===== config.mk =====
export PLATFORM = sky130hd
export DESIGN_NAME = if_fetch
export DESIGN_NICKNAME = d
export VERILOG_FILES = /design/src/rtl/if_fetch.sv
export SDC_FILE = /design/constraint.sdc
export NUM_CORES = 1
export LEC_CHECK = 0
export BUFFER_PORTS_ARGS = -buffer_cell sky130_fd_sc_hd__buf_2
export CORE_AREA = 2 2 101 103
export CTS_CLUSTER_SIZE = 14
export DETAILED_ROUTE_END_ITERATION = 8
export DIE_AREA = 0 0 103 105
export HOLD_SLACK_MARGIN = 0.08
export PLACE_DENSITY = 0.81
export SLEW_MARGIN = 20
export SYNTH_ARGS = -nofsm -noshare
export SYNTH_HDL_FRONTEND = slang
export SYNTH_SLANG_ARGS = --single-unit

===== constraint.sdc =====
create_clock -name clk -period 2.6 [get_ports clk]
set_input_delay 0 -clock clk [delete_from_list [all_inputs] [get_ports clk]]
set_output_delay 0 -clock clk [all_outputs]
set_load 0.005 [all_outputs]

===== src/rtl/if_fetch.sv =====
// -----------------------------------------------------------------------------
// if_fetch -- instruction fetch stage for the 5-stage RV32I core.
//
// Holds the PC and assembles each 32-bit instruction from four little-endian
// bytes read over the shared 8-bit memory port (fixed 1-cycle read latency).
// The assembled instruction is presented to the IF/ID register until decode
// accepts it. EX may redirect the PC at any time, and the memory arbiter may
// take the port away, in which case the current fetch restarts from byte 0.
//
// Ports:
//   clk           in   clock, all state updates on rising edge
//   rst           in   synchronous, active-high reset
//   stall_i       in   downstream not ready; hold presented instruction
//   jump_i        in   redirect request from EX
//   jump_addr_i   in   [31:0] redirect target, bits [1:0] forced to 0
//   mem_grant_i   in   arbiter grants the memory port to IF this cycle
//   mem_din_i     in   [7:0] byte for the address issued in the previous cycle
//   mem_a_o       out  [31:0] byte address to memory
//   mem_rd_o      out  read strobe
//   pc_o          out  [31:0] address of the presented instruction
//   inst_o        out  [31:0] presented instruction, 0 when not valid
//   inst_valid_o  out  inst_o / pc_o valid
// -----------------------------------------------------------------------------
module if_fetch #(
    parameter logic [31:0] RESET_PC = 32'h0000_0000
) (
    input  logic        clk,
    input  logic        rst,
    input  logic        stall_i,
    input  logic        jump_i,
    input  logic [31:0] jump_addr_i,
    input  logic        mem_grant_i,
    input  logic [7:0]  mem_din_i,
    output logic [31:0] mem_a_o,
    output logic        mem_rd_o,
    output logic [31:0] pc_o,
    output logic [31:0] inst_o,
    output logic        inst_valid_o
);

    // S0..S3 issue byte address pc+0..pc+3; S4 receives the last byte;
    // VALID presents the instruction until it is consumed.
    typedef enum logic [2:0] {
        S0    = 3'd0,
        S1    = 3'd1,
        S2    = 3'd2,
        S3    = 3'd3,
        S4    = 3'd4,
        VALID = 3'd5
    } state_t;

    state_t      state_q, state_d;
    logic [31:0] pc_q,     pc_d;
    logic [23:0] buf_q,    buf_d;     // bytes 2..0 of the instruction in flight
    logic [31:0] pc_out_q, pc_out_d;
    logic [31:0] inst_q,   inst_d;
    logic        valid_q,  valid_d;
    logic [1:0]  byte_idx;

    always_comb begin
        // NOTE: every signal written here gets a default first, so no path
        // through the case statements can leave one unassigned and infer a latch.
        state_d  = state_q;
        pc_d     = pc_q;
        buf_d    = buf_q;
        pc_out_d = pc_out_q;
        inst_d   = inst_q;
        valid_d  = valid_q;
        mem_rd_o = 1'b0;
        mem_a_o  = 32'h0;
        byte_idx = 2'd0;

        case (state_q)
            S0, S1, S2, S3: begin
                byte_idx = state_q[1:0];
                if (mem_grant_i) begin
                    mem_rd_o = 1'b1;
                    mem_a_o  = pc_q + {30'd0, byte_idx};
                    // Each state captures the byte requested by the previous one.
                    case (state_q)
                        S0: state_d = S1;
                        S1: begin
                            buf_d[7:0] = mem_din_i;
                            state_d    = S2;
                        end
                        S2: begin
                            buf_d[15:8] = mem_din_i;
                            state_d     = S3;
                        end
                        S3: begin
                            buf_d[23:16] = mem_din_i;
                            state_d      = S4;
                        end
                        default: state_d = S0;
                    endcase
                end else begin
                    // Port lost: partial bytes are useless, restart at byte 0.
                    buf_d   = 24'h0;
                    state_d = S0;
                end
            end

            S4: begin
                // Byte 3 arrives now; no request is needed, so grant is ignored.
                inst_d   = {mem_din_i, buf_q};
                pc_out_d = pc_q;
                valid_d  = 1'b1;
                state_d  = VALID;
            end

            VALID: begin
                if (!stall_i) begin
                    pc_d    = pc_q + 32'd4;
                    valid_d = 1'b0;
                    inst_d  = 32'h0;
                    state_d = S0;
                end
            end

            default: state_d = S0;
        endcase

        // Redirect overrides grant loss and consume; the memory request of
        // this cycle still follows the current state, and S0 ignores the
        // byte that comes back for it.
        if (jump_i) begin
            pc_d    = {jump_addr_i[31:2], 2'b00};
            buf_d   = 24'h0;
            valid_d = 1'b0;
            inst_d  = 32'h0;
            state_d = S0;
        end

        if (rst) begin
            mem_rd_o = 1'b0;
            mem_a_o  = 32'h0;
        end
    end

    always_ff @(posedge clk) begin
        // NOTE: sequential state uses non-blocking assignments so every flop
        // samples the pre-edge values regardless of statement order.
        if (rst) begin
            state_q  <= S0;
            pc_q     <= RESET_PC;
            buf_q    <= 24'h0;
            pc_out_q <= 32'h0;
            inst_q   <= 32'h0;
            valid_q  <= 1'b0;
        end else begin
            state_q  <= state_d;
            pc_q     <= pc_d;
            buf_q    <= buf_d;
            pc_out_q <= pc_out_d;
            inst_q   <= inst_d;
            valid_q  <= valid_d;
        end
    end

    assign pc_o         = pc_out_q;
    assign inst_o       = inst_q;
    assign inst_valid_o = valid_q;

endmodule


# Yosys cells after proc, flatten, opt, wreduce, memory -nomap -nowiden
# Cells that the tools add are included.
[totals] reg_bits=124 in_bits=45
[classes] addsub=2 eq_ne=10 muxes=21 n_bitwise=1 n_reduce_logical=11
[op_table] op="32-bit two-way mux" count=7
[op_table] op="32-bit case mux with 2 select lines" count=1
[op_table] op="32-bit by 2-bit adder with 32-bit output" count=1
[op_table] op="32-bit by 3-bit adder with 32-bit output, second input constant" count=1
[op_table] op="24-bit two-way mux" count=1
[op_table] op="8-bit two-way mux" count=3
[op_table] op="3-bit case mux with 4 select lines" count=1
[op_table] op="2-bit AND reduction" count=6
[op_table] op="3-bit case mux with 3 select lines" count=1
[op_table] op="2-bit by 1-bit != test with 1-bit output, second input constant" count=4
[op_table] op="3-bit by 2-bit == test with 1-bit output, second input constant" count=2
[op_table] op="3-bit == test, second input constant" count=2
[op_table] op="3-bit two-way mux" count=2
[op_table] op="1-bit two-way mux" count=4
[op_table] op="2-bit nonzero test" count=2
[op_table] op="4-bit OR reduction" count=1
[op_table] op="3-bit by 1-bit == test with 1-bit output, second input constant" count=1
[op_table] op="3-bit zero test" count=1
[op_table] op="2-bit != test, second input constant" count=1
[op_table] op="1-bit case mux with 2 select lines" count=1
[op_table] op="2-bit OR reduction" count=1
[op_table] op="1-bit NOT" count=1

# Depth between registers and ports, before layout
[depth] word_depth=4 ltp_mapped=8 ltp_nobuf=6

# Least setup slack after synthesis
# No wires, ideal clock.
[synth_timing] path_type="reg2reg" start="register pc_q[11]" end="register pc_q[29]" arrival_time_ns=1.785 t_required_ns=2.471 path_slack_ns=0.686 path_stages_with_launch=7 n_path_buf=1 period_less_slack_ns=1.914 path_cell_list="dfxtp_1 -> nand4_2 -> or4_4 -> buf_6 -> nor4_1 -> xnor2_1 -> o22ai_1"
[synth_via] elab_chain_cells=4
[synth_rtl] item="from (decl)" line="53" text="logic [31:0] pc_q, pc_d;"
[synth_rtl] item="from (signal assigned)" line="152" text="pc_q <= pc_d;"
[synth_rtl] item="32-bit by 3-bit adder with 32-bit output" line="113" text="pc_d = pc_q + 32'd4;"
[synth_rtl] item="32-bit two-way mux" line="112" text="if (!stall_i) begin"
[synth_rtl] item="32-bit two-way mux" line="73" text="case (state_q)"
[synth_rtl] item="32-bit two-way mux" line="126" text="if (jump_i) begin"
# Every way passes these cells. The select of a mux whose other input is x is not followed.
# A chain may end at the register's enable or synchronous reset.

# Worst setup path in the final report
[layout_timing] start="register pc_q[11]" end="register pc_q[21]"
# Same word-level chain as after synthesis.

==> impl_metrics.env <==
export IMPL_status="finished, final reports clean"
export IMPL_core_area_um2=9640
export IMPL_drt_initial_drc_count=306
export IMPL_drt_wl_total_um=15200
export IMPL_synth_seq_cells=120
export IMPL_syn_instance_count=600
export IMPL_path_clk_slew_ps=60
export IMPL_grt_pass1_vias=5049
export IMPL_synthFlopType="dfxtp_1"
export IMPL_tritoncts="done"
export IMPL_initial_core_util_pct=51.7
export IMPL_yosysWarnings=0
export IMPL_fin_crit_ps=2470
export IMPL_drive_gt1_share_pct=25.4
export IMPL_gp_congestion=0.836
export IMPL_cts_buffers=17
export IMPL_end_kind="flip-flop"
export IMPL_finClkSkew_ps=8.02
export IMPL_slew_limit_headroom_pct=56.5
export IMPL_grtUsageTotal_pct=28.0
export IMPL_fmax_mhz=404
export IMPL_tns_ps=0
export IMPL_rows=36
export IMPL_hp_class="primary input to flip-flop"
export IMPL_final_nets=845
export IMPL_finalSetupViolations=0
export IMPL_port_buffers=138
export IMPL_drt_pre_antenna_iters=5
export IMPL_avgSynthCellArea_um2=8.31
export IMPL_async_reset_ff_share_pct=0
export IMPL_tightest_slew_ps=651
export IMPL_leakage_uw=0.00290
export IMPL_power_density_nw_per_um2=646
export IMPL_final_util_pct=74.1
export IMPL_critPathRequiredTime_ps=3060
export IMPL_die_y_um=105
export IMPL_worstSkewPairLatency_ps=520
export IMPL_htree_levels=4
export IMPL_cap_violations=0
export IMPL_cts_root_buf="clkbuf_8"
export IMPL_die_area_um2=10800
export IMPL_grt_overflow_total=0
export IMPL_ys_seq_area_share_pct=48.2
export IMPL_synth_edff_count=0
export IMPL_critPathArrivalTime_ps=2930
export IMPL_io_pins=143
export IMPL_via_per_inst=5.43
export IMPL_hpwl_um=8950
export IMPL_min_period_over_period_pct=95.1
export IMPL_clk_path_buf_depth=2
export IMPL_wl_per_cell_um=16.1
export IMPL_synth_distinct_cells=42
export IMPL_area_growth_pct=43.2
export IMPL_peakVddDrop_mv=0.488
export IMPL_critPathKind="flip-flop to flip-flop"
export IMPL_cts_sinks=120
export IMPL_detail_route_drc_violations=0
export IMPL_synth_area_um2=4980
export IMPL_grt_max_degree=60
export IMPL_ant_nets=0
export IMPL_grt_antenna_before_repair=0
export IMPL_num_antenna_cells=0
export IMPL_report_final_slew_viol_count=0
export IMPL_critPathMaxFanout=7
export IMPL_die_w_um=103
export IMPL_grt_pass1_wl_um=23900
export IMPL_num_vias=5128
export IMPL_cp_start_kind="flip-flop"
export IMPL_hold_viol=0
==> cell usage after synthesis (all sizes together) (6+ instances only) <==
| cell type | count | share of area, % |
|---|---|---|
| nor2 | 72 | 5.4 |
| nor3 | 13 | 1.3 |
| xor2 | 7 | 1.2 |
| buf | 6 | 0.80 |
| a211oi | 15 | 2.3 |
| nand2b | 6 | 0.75 |
| clkbuf | 38 | 2.9 |
| nand2 | 94 | 7.1 |
| nand4 | 9 | 1.3 |
| nand3 | 25 | 2.5 |
| dfxtp | 120 | 48 |
| nor4 | 11 | 1.9 |
| and2 | 27 | 3.4 |
| a22oi | 40 | 6.0 |
| xnor2 | 21 | 3.7 |
| a21oi | 59 | 5.9 |
==> cells in the final DEF (no fill, tap or decap), drive strengths merged <==
master       Yosys  routed
buf              6     152
dfxtp          120     120
nand2           94      94
nor2            72      72
dlygate4sd3      0      71
a21oi           59      59
a22oi           40      40
and2            27      27
nand3           25      25
xnor2           21      21
clkbuf          38      18
a211oi          15      15
nor3            13      13
nor4            11      11
nand4            9       9
xor2             7       7
inv              5       7
nand2b           6       6
clkinv           1       6
mux2i            5       5
a21o             4       4
clkinvlp         0       4
o22ai            3       3
bufinv           0       3
or2              3       3
o21bai           2       2
conb             1       2
or4              2       2
or3              2       2
nand4bb          1       1
and4bb           1       1
nor2b            1       1
o21ai            1       1
a311oi           1       1
and4             1       1
and3             1       1
a2111oi          1       1
ha               1       1
==> power breakdown <==
part | internal [uW] | switching [uW] | total, uW
clock network | 1490 | 871 | 2360
registers | 1880 | 55.2 | 1930
logic | 165 | 158 | 323
total | 3530 | 1080 | 4620
==> worst max-delay path, cell delays in order (launching register included) <==
cell           delay (ps)
dfxtp_2               400
nand4_2               190
or4_4                 640
nor3_1                300
xnor2_1               100
a211oi_1              210
dlygate4sd3_1         580
==> kinds of logic (layout without fill, tap and decap cells) <==
group,Yosys count,in the layout,synth area share [%]
AND/OR/NAND/NOR,269,269,25.5
AO/OA/AOI/OAI,126,126,15.9
flip-flops,120,120,48.2
buffers and inverters,50,261,4.12
XOR/XNOR,28,28,4.92
multiplexers,5,5,1.00
adder cells (fa/ha/maj),1,1,0.251
other,1,2,0.0752
==> flip-flops by register name, summed over array words and instances, names as in the netlist <==
name / flops
state_q: 3
inst_valid_o: 1
pc_o: 30
buf_q: 24
pc_q: 30
inst_o: 32
==> per-layer routing <==
| layer | wire (um) | track usage [%] | vias up |
|---|---|---|---|
| li1 | - | - | 2461 |
| met1 | 5920 | 32.6 | 2428 |
| met2 | 7980 | 49.0 | 209 |
| met3 | 1050 | 6.09 | 30 |
| met4 | 236 | 11.0 | 0 |
| met5 | 0 | 0 | - |
==> through the flow <==
step / setup slack, ps / instances / total power (uW) / hold slack (ps) / area, um2
after CTS: 27.1 / 942 / 4610 / 282 / 7070
after floorplan: 686 / 601 / 2090 / 140 / 4990
final: 127 / 945 / 4620 / 289 / 7140
after global routing: -3.16 / 945 / 4750 / 332 / 7140
after global placement: 533 / 839 / 2180 / 240 / 5760
after detailed placement: 454 / 839 / 2190 / 245 / 5760
==> final timing paths <==
check | from | endpoint | slack, ps | cells after the start
hold reg to reg | pc_o[12] | pc_o[12] | 450 | 2
hold / removal | jump_addr_i[28] | pc_q[28] | 290 | 4
setup / recovery | pc_q[11] | pc_q[21] | 130 | 6
setup reg to reg | pc_q[11] | pc_q[21] | 130 | 6
==> area by class of cell <==
cell class,count,area (um2)
clock buffer,18,428
multi-input combinational,431,2430
tap,133,166
sequential,120,2410
fill,695,2500
clock inverter,14,174
timing repair buffer,223,1510
inverter,6,22.5
==> what timing repair did <==
item | CTS | global route
setup buffers | 0 | 3
hold buffers | 71 | 0
endpoints found under the setup margin | 0 | 12
hold endpoints to repair | 96 | 0
resized for setup | 0 | 13
Power figures use the tool's default switching activity.
